==> src/rtl/cpu4_pkg.sv <==
// cpu4_pkg: opcodes, instruction field positions and FSM states
// shared by the 4-bit processor controller and its register file.
package cpu4_pkg;

  localparam logic [3:0] OP_NOP  = 4'b0000;
  localparam logic [3:0] OP_LDI  = 4'b0001;
  localparam logic [3:0] OP_JMP  = 4'b0010;
  localparam logic [3:0] OP_JZ   = 4'b0011;
  localparam logic [3:0] OP_HALT = 4'b0111;
  localparam logic [1:0] OP_MOV  = 2'b10;
  localparam logic [3:0] OP_ADD  = 4'b1100;
  localparam logic [3:0] OP_SUB  = 4'b1101;
  localparam logic [3:0] OP_AND  = 4'b1110;
  localparam logic [3:0] OP_NOT  = 4'b1111;

  localparam int OPC_HI = 7;
  localparam int OPC_LO = 4;
  localparam int RX_HI  = 3;
  localparam int RX_LO  = 2;
  localparam int RY_HI  = 1;
  localparam int RY_LO  = 0;

  typedef enum logic [2:0] {
    S_FETCH,
    S_DECODE,
    S_FETCH_IMM,
    S_EXECUTE,
    S_WRITEBACK,
    S_HALT
  } state_t;

endpackage

==> src/rtl/cpu4_regfile.sv <==
// cpu4_regfile: 4x4-bit register file, one sync write port,
// two combinational operand reads and a debug read, async clear.
module cpu4_regfile (
  input  logic       clk,
  input  logic       rst_n,
  input  logic       we,
  input  logic [1:0] wa,
  input  logic [3:0] wd,
  input  logic [1:0] ra,
  input  logic [1:0] rb,
  input  logic [1:0] dbg_sel,
  output logic [3:0] rda,
  output logic [3:0] rdb,
  output logic [3:0] dbg_data
);

  logic [3:0] mem [4];

  always_ff @(posedge clk or negedge rst_n) begin
    if (!rst_n) begin
      for (int i = 0; i < 4; i++) mem[i] <= 4'h0;
    end else if (we) begin
      mem[wa] <= wd;
    end
  end

  assign rda      = mem[ra];
  assign rdb      = mem[rb];
  assign dbg_data = mem[dbg_sel];

endmodule

==> src/rtl/cpu4_ctrl.sv <==
// cpu4_ctrl: fetch/decode/sequence controller for the 4-bit CPU.
// Define CPU4_CTRL_JZ_EN to make opcode 0011 a two-word JZ.
module cpu4_ctrl
  import cpu4_pkg::*;
#(
  parameter int AW = 8
) (
  input  logic          clk,
  input  logic          rst_n,
  output logic          imem_req,
  output logic [AW-1:0] imem_addr,
  input  logic          imem_valid,
  input  logic [7:0]    imem_data,
  output logic [3:0]    alu_rx,
  output logic [3:0]    alu_ry,
  output logic [3:0]    alu_op,
  input  logic [3:0]    alu_out,
  input  logic [1:0]    dbg_sel,
  output logic [3:0]    dbg_data,
  output logic          zero,
  output logic          halted
);

  state_t        state, state_nx;
  logic [AW-1:0] pc;
  logic [7:0]    ir;
  logic [3:0]    opc;
  logic [1:0]    rx, ry;
  logic [3:0]    rd_x, rd_y;
  logic          ex_act, imm_take, imm_jump;
  logic          rf_we;
  logic [3:0]    rf_wd;

  assign opc = ir[OPC_HI:OPC_LO];
  assign rx  = ir[RX_HI:RX_LO];
  assign ry  = ir[RY_HI:RY_LO];

  // reset must silence the request even though state already reads FETCH
  assign imem_req  = rst_n &
                     ((state == S_FETCH) | (state == S_FETCH_IMM));
  assign imem_addr = pc;
  assign halted    = (state == S_HALT);

  assign ex_act = (state == S_EXECUTE) | (state == S_WRITEBACK);
  assign alu_op = ex_act ? opc  : 4'h0;
  assign alu_rx = ex_act ? rd_x : 4'h0;
  assign alu_ry = ex_act ? rd_y : 4'h0;

  assign imm_take = (state == S_FETCH_IMM) & imem_valid;

  always_comb begin
    imm_jump = 1'b0;
    unique case (1'b1)
      opc == OP_JMP: imm_jump = 1'b1;
`ifdef CPU4_CTRL_JZ_EN
      opc == OP_JZ:  imm_jump = zero;
`endif
      default:       imm_jump = 1'b0;
    endcase
  end

  assign rf_we = (state == S_WRITEBACK) |
                 (imm_take & (opc == OP_LDI));
  assign rf_wd = (state == S_WRITEBACK) ? alu_out
                                        : imem_data[3:0];

  always_comb begin
    state_nx = state;
    unique case (state)
      S_FETCH: begin
        if (imem_valid) state_nx = S_DECODE;
      end
      S_DECODE: begin
        unique case (1'b1)
          opc[3:2] == OP_MOV,
          opc == OP_ADD,
          opc == OP_SUB,
          opc == OP_AND,
          opc == OP_NOT:  state_nx = S_EXECUTE;
          opc == OP_LDI,
          opc == OP_JMP:  state_nx = S_FETCH_IMM;
`ifdef CPU4_CTRL_JZ_EN
          opc == OP_JZ:   state_nx = S_FETCH_IMM;
`else
          opc == OP_JZ:   state_nx = S_FETCH;
`endif
          opc == OP_HALT: state_nx = S_HALT;
          opc == OP_NOP:  state_nx = S_FETCH;
          default:        state_nx = S_FETCH;
        endcase
      end
      S_FETCH_IMM: begin
        if (imem_valid) state_nx = S_FETCH;
      end
      S_EXECUTE:   state_nx = S_WRITEBACK;
      S_WRITEBACK: state_nx = S_FETCH;
      S_HALT:      state_nx = S_HALT;
      default:     state_nx = S_FETCH;
    endcase
  end

  always_ff @(posedge clk or negedge rst_n) begin
    if (!rst_n) begin
      state <= S_FETCH;
      pc    <= '0;
      ir    <= 8'h00;
      zero  <= 1'b0;
    end else begin
      state <= state_nx;
      if ((state == S_FETCH) && imem_valid) begin
        ir <= imem_data;
        pc <= pc + AW'(1);
      end
      if (imm_take) begin
        pc <= imm_jump ? imem_data[AW-1:0] : pc + AW'(1);
      end
      if (state == S_WRITEBACK) zero <= (alu_out == 4'h0);
    end
  end

  cpu4_regfile u_rf (
    .clk      (clk),
    .rst_n    (rst_n),
    .we       (rf_we),
    .wa       (rx),
    .wd       (rf_wd),
    .ra       (rx),
    .rb       (ry),
    .dbg_sel  (dbg_sel),
    .rda      (rd_x),
    .rdb      (rd_y),
    .dbg_data (dbg_data)
  );

endmodule

==> config.mk <==
export PLATFORM = sky130hd
export DESIGN_NAME = cpu4_ctrl
export DESIGN_NICKNAME = d
export VERILOG_FILES = /design/src/rtl/cpu4_pkg.sv /design/src/rtl/cpu4_regfile.sv /design/src/rtl/cpu4_ctrl.sv
export SDC_FILE = /design/constraint.sdc
export NUM_CORES = 1
export LEC_CHECK = 0
export ABC_AREA = 1
export ABC_CLOCK_PERIOD_IN_PS = 4500
export CAP_MARGIN = 40
export CORE_MARGIN = 2
export CORE_UTILIZATION = 40
export CTS_BUF_LIST = sky130_fd_sc_hd__clkbuf_4 sky130_fd_sc_hd__clkbuf_8
export DETAILED_ROUTE_END_ITERATION = 10
export GPL_TIMING_DRIVEN = 0
export REMOVE_ABC_BUFFERS = 1
export SLEW_MARGIN = 20
export SYNTH_ARGS = -nofsm -noshare
export SYNTH_HDL_FRONTEND = slang
export SYNTH_SLANG_ARGS = --single-unit
==> constraint.sdc <==
create_clock -name clk -period 4.5 [get_ports clk]
set_clock_uncertainty 0.15 [all_clocks]
set_input_delay 0.675 -clock clk [delete_from_list [all_inputs] [get_ports clk]]
set_output_delay 0.675 -clock clk [all_outputs]
set_load 0.01 [all_outputs]
==> reports/results.txt, run 1 <==
Data on the critical path is required at its endpoint by 3.67 ns. The number of remaining DRC errors was 0; the portion of the clock cycle consumed by the worst path in the final layout was 73.3%. The count of buffers added on input and output ports is 43. Pin placement for this block handled 44 I/O pins. The run gives 444 as the number of placed cells counting well taps. The worst setup path is captured at a primary output. The power density of the placed cells came out at 603 nW/µm². Worst setup path category: in2out.

The vias per cell works out to 5.03. The detail route stage leaves a number of antenna-violating nets equal to 0. After synthesis the netlist holds a flip-flop and latch count of 36. From synthesis to final layout, the design area changed by 25.2%. The number of antenna violations at the first check in global routing came out at 0.

The routed layout has 2272 vias. The largest driver fanout on the critical path came out at 12. TritonCTS built the clock tree. The critical path starts at dbg_sel[0]. Setup repair after global routing left no endpoint under its margin.

The mean post-synth cell area came out at 6.85 µm². The flow ran to the end, and the final reports show no timing, DRC or antenna violations. The tools report the wire length on met1 as 3030 µm. For the global placer's final weighted congestion, the log shows 0.939. Routed signal wires occupy layers up through met4. The number of buffers on the longest clock path is 2, and the number of buffers added by the clock tree synthesis step is 5. The initialized floorplan defines 27 standard-cell rows.

The max-cap violation count was 0. The worst setup path is launched from an input port. The global route total overflow is 0, and the final count of hold timing violations is 0. The maximum ir drop on the vdd rail came out at 0.245 mV. For the total standard cell area after synthesis, the log shows 2300 µm². The logs give 39.2% for the sequential element share of the synthesized area and 36 for the total number of clock tree sinks. The number of nets in the final layout came out at 398. Setup violations remaining at the end of the flow were counted as 0.

The count of hold buffers inserted by post-cts repair was 0; the number of standard cells in the final layout excluding fillers was 452. Entering global routing, the biggest net connects 30 pins. Measured along the y axis, the die boundary spans 79.8 µm. In the final timing run, aggregate negative setup slack is 0 ns. The run gives 0.29 ns as the clock network latency to the later pin of the worst-skew pair.

The routed length on met3 was 328 µm; the total length of routed met2 wires was 2530 µm. Global routing used 20.0% of the available tracks across all layers. For flop-to-flop paths, the worst setup slack is 2.51 ns. The number of different library cells in the post-synthesis netlist was 26; the post-CTS setup buffer count was 0.

The average wire per cell in the routed design was 13.2 µm. The cell count after synthesis came out at 335. The core region is 5540 µm². The pre-antenna-repair detailed-routing pass consisted of 4 iterations. Wires add up to 5950 µm.

The first global-routing pass estimated 9900 µm of wire. The timing-limited maximum frequency is 303 MHz. The worst reg2reg path startpoint is state[2].

The number of antenna repair diodes is 0. The H-tree was split into 2 levels. In this run the static leakage power is 0.00143 µW. The tools report the number of max-slew violations in the final report as 0. The full die area is 6360 µm², and the clock-pin slew on the worst setup and hold paths is 0.08 ns. CTS placed an instance of sky130_fd_sc_hd__clkbuf_8 at the clock tree root. The worst slew slack as a fraction of its limit was 52.4%.

The clock period minus worst slack came out at 3.30 ns. The logs give 0 for the quantity of gates resized following cts and 141 for the number of DRC violations after detailed-routing iteration 0. Summed over all nets, the half-perimeter wirelength after detailed placement is 4440 µm. STA puts the critical path data arrival time at 2.48 ns. The tools report the number of global-route vias before repair as 1978.

The tools report the Yosys warning count as 0. The die is 79.8 µm wide. The initial core utilization was 41.4%; the transition at the pin with the smallest max-transition slack was 0.710 ns. Of the cells placed in the final design, the portion with a size suffix greater than 1 is 7.11%. The worst min-delay path category was in2async.
## final timing paths
path,to,depth (start not counted)
max in group asynchronous,zero,2
worst max register to register,u_rf.mem[7],8
worst max-delay path,dbg_data[0],6
worst min register to register,u_rf.mem[9],2
min in group clk,u_rf.mem[9],2
worst min-delay path,imem_addr[5],1
## cells by family (layout without fill, tap and decap cells)
kind of cell	after synthesis	in the layout	share of synthesized area [%]
compound gates	69	69	15.3
flops	36	36	39.2
xor+xnor	1	1	0.382
buf+inv	56	101	10.1
simple gates	172	172	34.4
fa+ha+maj	1	1	0.545
## layout make-up
class / instances / area [µm²]
inverters: 48 / 180
flip-flops and latches: 36 / 901
well taps: 72 / 90.1
fillers: 606 / 2670
repair buffers: 46 / 460
clock buffers: 5 / 68.8
multi-input cells: 243 / 1160
clock inverters: 2 / 12.5
## flip-flops by register name, indices dropped and copies added, names as in the netlist
register   count
imem_addr      8
u_rf.mem      16
state          3
zero           1
ir             8
## layer usage
layer	GRT usage, %	vias to the layer above
li1	-	1171
met1	31.8	1040
met2	27.5	55
met3	3.85	6
met4	5.08	0
met5	0	-
## synthesized netlist by cell type (all sizes together)
library cell	number	share of area, %
nor3b	1	0.33
xor2	1	0.38
o22ai	1	0.27
dfrtp	36	39
buf	6	2.0
nor2	23	4.4
o211ai	2	0.65
ha	1	0.54
a21oi	26	5.7
inv	47	7.7
o21ai	40	8.7
clkbuf	2	0.33
nor3	2	0.65
nand4	2	0.54
nand3	40	9.3
clkinv	1	0.16
nand2	104	19
## power breakdown
group | total [µW] | switching, µW | internal (µW) | leakage [µW]
registers | 627 | 167 | 461 | 0.000461
logic | 880 | 519 | 361 | 0.000932
clock network | 227 | 122 | 105 | 0.0000400
total | 1730 | 808 | 927 | 0.00143
## critical path, stage by stage
cell,delay (ns)
sky130_fd_sc_hd__clkdlybuf4s50_1,0.57
sky130_fd_sc_hd__inv_1,0.22
sky130_fd_sc_hd__o21ai_0,0.21
sky130_fd_sc_hd__a21oi_1,0.07
sky130_fd_sc_hd__a21oi_1,0.17
sky130_fd_sc_hd__clkdlybuf4s50_1,0.56
## through the flow
step / setup slack, ns / hold slack [ns] / power (µW) / util [%] / instance area [µm²]
global placement: 0.416 / 0.308 / 1490 / 49.9 / 2760
finish: 1.20 / 0.0918 / 1730 / 51.9 / 2880
CTS: 1.21 / 0.0908 / 1740 / 51.8 / 2870
floorplan: 2.47 / 0.229 / 1150 / - / 2240
global route: 0.996 / 0.0907 / 1890 / 51.9 / 2880
detailed placement: 1.22 / 0.312 / 1510 / 50.3 / 2790
## cells in the final DEF, fill, tap and decap left out, drive strengths merged, types with 2 or more instances in the layout
cell,n
nand4,2
nor3,2
clkinv,2
clkdlybuf4s50,42
a21oi,26
nand2,104
o211ai,2
inv,47
clkbuf,5
dfrtp,36
nor2,23
nand3,40
o21ai,40
buf,4
(Power assumes the default switching activity.)
==> run 2: changes to the inputs <==
- ABC_CLOCK_PERIOD_IN_PS: 4500 -> 2900
- PLACE_DENSITY: not set -> 0.67
- clock period: 4.5 -> 2.9 ns (I/O delays scaled with it)
==> run 2 against run 1 <==
  * Via count rose by 1.2%
  * Die area did not move
  * First-iteration DRC count fell by 28%
  * Wire length fell by 0.17%
  * Flip-flop and latch count did not move
  * Critical path type unchanged
==> reports/results.txt, run 2 (same netlist as run 1, synthesis figures left out) <==
The worst slack at placement was 0.147 ns (-1.07 ns); the area of the core region was 5540 µm² (unchanged). The launching element of the worst setup path was dbg_sel[0]. The global route total overflow was 0 (unchanged); the number of antenna violations at the first check in global routing was 0 (unchanged).

The cell count of the worst hold path is 2, and the H-tree depth is 2 (unchanged). The final count of hold timing violations was 0 (unchanged); the part of the power in combinational logic was 48.9% (-1.8 points). The x dimension of the die was 79.8 µm (unchanged); the number of placed cells counting well taps was 444 (unchanged).

The portion of total power attributed to sequential cells is 35.1% (-1.1 points). The clock-pin slew on the worst setup and hold paths was 0.07 ns (about the same); the post-CTS setup buffer count was 0 (unchanged). The global router's overall resource usage is 20.8% (+0.75 points), and the number of buffers added by the clock tree synthesis step is 5 (unchanged).

The number of standard cells in the final layout excluding fillers was 456 (+0.88%). Register bank with the most flops: u_rf.mem. In this run the most critical hold path is launched from u_rf.mem[11].

Timing would allow up to 371 MHz. The element type at the critical path start is an input port. The final setup violation count is 0 (unchanged), and the half-perimeter wire length after detailed placement is 4410 µm (-0.68%).

From synthesis to final layout, the design area changed by 28.6%. The run gives 2 (unchanged) as the number of buffers on the longest clock path. The largest driver fanout on the critical path came out at 12 (unchanged). The initial core utilization was 41.4% (unchanged); the share of total power in the clock network was 16.0% (+2.9 points). Layout cell share with drive strength beyond 1: 8.59% (+1.5 points). The library cell used most frequently in the layout, excluding fill and tap cells, is sky130_fd_sc_hd__nand2_1.

The run gives 0.827 (-12%) as the global placer's final weighted congestion. The flip-flop count of the largest register after layout works out to 16 (unchanged). For the number of routed nets with antenna violations, the log shows 0 (unchanged). The path class of the tightest hold or removal check is reg2reg.

For the number of antenna repair diodes, the log shows 0 (unchanged). The number of buffers added on ports works out to 43 (unchanged). The maximum ir drop on the vdd rail is 0.408 mV (+67%), and the number of ports placed on the die boundary is 44 (unchanged). The chip height works out to 79.8 µm (unchanged).

The vias per cell came out at 5.04 (+0.30%). Total number of placement rows: 27 (unchanged). The number of DRC violations after detailed-routing iteration 0 is 101 (-28%). The power density of the placed cells is 947 nW/µm² (+57%), and the clock period minus worst slack is 2.69 ns. The logs give 2299 (+1.2%) for the total vias in the final route and 0 (unchanged) for the number of remaining DRC errors. The total number of clock tree sinks is 36 (unchanged). Number of global-route vias before repair: 2193 (+11%). The setup path with the least slack is of type in2out. The arrival time at the worst endpoint was 2.11 ns (-0.37 ns). The transition at the pin with the smallest max-transition slack is 0.692 ns (-0.0174 ns), and the switching share of power is 44.6% (-2.0 points).

Overall power of the completed layout: 2800 µW (+61%). For the switching power, the log shows 1250 µW (+54%). The flow ran to the end, and the final reports show no timing, DRC or antenna violations. Setup repair after global routing left no endpoint under its margin. The worst slew slack as a fraction of its limit was 53.6% (+1.2 points).

The run gives 6360 µm² (unchanged) as the full die area. TritonCTS built the clock tree. The internal power component was 1550 µW (+67%).

The max-cap violation count came out at 0 (unchanged). The number of max-slew violations in the final report was 0 (unchanged); the length in cells of the worst reg-to-reg path was 8 (unchanged). The run gives 2.32 ns (-1.35 ns) as the required time of the critical path. Cell at the root of the clock tree: sky130_fd_sc_hd__clkbuf_8. The run gives 0.334 ns (+0.243 ns) as the worst hold-check slack. The average wire per cell in the routed design works out to 13.0 µm (-1.0%). Worst reg2reg path startpoint: state[2]. Portion of the clock cycle consumed by the worst path in the final layout: 92.8%. The tools report the total wire length as 5940 µm (-0.17%).

The wire length of the first global-routing pass was 10300 µm (+4.2%); the static leakage was 0.00147 µW (+2.3%). In the layout the commonest cells are 96 x sky130_fd_sc_hd__nand2_1, 42 x sky130_fd_sc_hd__inv_1, 42 x sky130_fd_sc_hd__clkdlybuf4s50_1. The tools report the largest net degree at the start of global routing as 22 (-27%). The logs give 0.29 ns (about the same) for the clock network latency to the later pin of the worst-skew pair and 401 (+0.75%) for the number of nets in the final layout.

The worst setup path is captured at a primary output. The final worst slack is 0.208 ns (-0.992 ns). For the number of detailed-route iterations in the first pass, the log shows 4 (unchanged).
run 2: per-stage QoR:
stage	TNS (ns)	cell area (µm²)	util, %
after detailed placement	0	2790	50.4
after floorplan	0	2240	-
after global routing	0	2950	53.3
final	0	2950	53.3
after global placement	-0.691	2760	49.9
after CTS	0	2930	52.8
run 2: final cells by class:
type	instances	area [µm²]
Timing Repair Buffer	49	503
Inverter	48	180
Clock buffer	6	76.3
Sequential cell	36	905
Clock inverter	2	35.0
Fill cell	560	2590
Multi-Input combinational cell	243	1160
Tap cell	72	90.1
run 2: worst paths after layout:
check	to	slack (ns)
setup / recovery	dbg_data[0]	0.21
hold / removal	u_rf.mem[11]	0.33
setup reg to reg	u_rf.mem[8]	0.98
hold reg to reg	u_rf.mem[11]	0.33
max in group asynchronous	ir[0]	1.33
min in group asynchronous	imem_addr[5]	0.49
run 2: routing by layer:
metal / part of all wire, % / global-route usage (%)
met5: 0 / 0
met4: 1.3 / 7.63
met3: 5.1 / 4.41
met2: 44 / 31.2
met1: 49 / 29.4
run 2: timing repair:
item                       4_1_cts  5_1_grt
setup endpoints to repair        0        4
gates resized for setup          0        4
hold buffers                     2        0
hold endpoints to repair        16        0
run 2: worst max-delay path: stages:
cell and delay (ns):
sky130_fd_sc_hd__clkdlybuf4s50_1 0.57, sky130_fd_sc_hd__inv_2 0.13, sky130_fd_sc_hd__o21ai_0 0.18, sky130_fd_sc_hd__a21oi_1 0.05
sky130_fd_sc_hd__a21oi_1 0.15, sky130_fd_sc_hd__clkdlybuf4s50_1 0.58
run 2: power groups by stage:
stage | registers [µW] | clock network [µW] | logic (µW)
5_1_grt | 1020 | 484 | 1560
3_5_place_dp | 981 | 0 | 1350
2_1_floorplan | 933 | 0 | 844
4_1_cts | 975 | 459 | 1360
6_report | 981 | 448 | 1370
3_3_place_gp | 978 | 0 | 1310
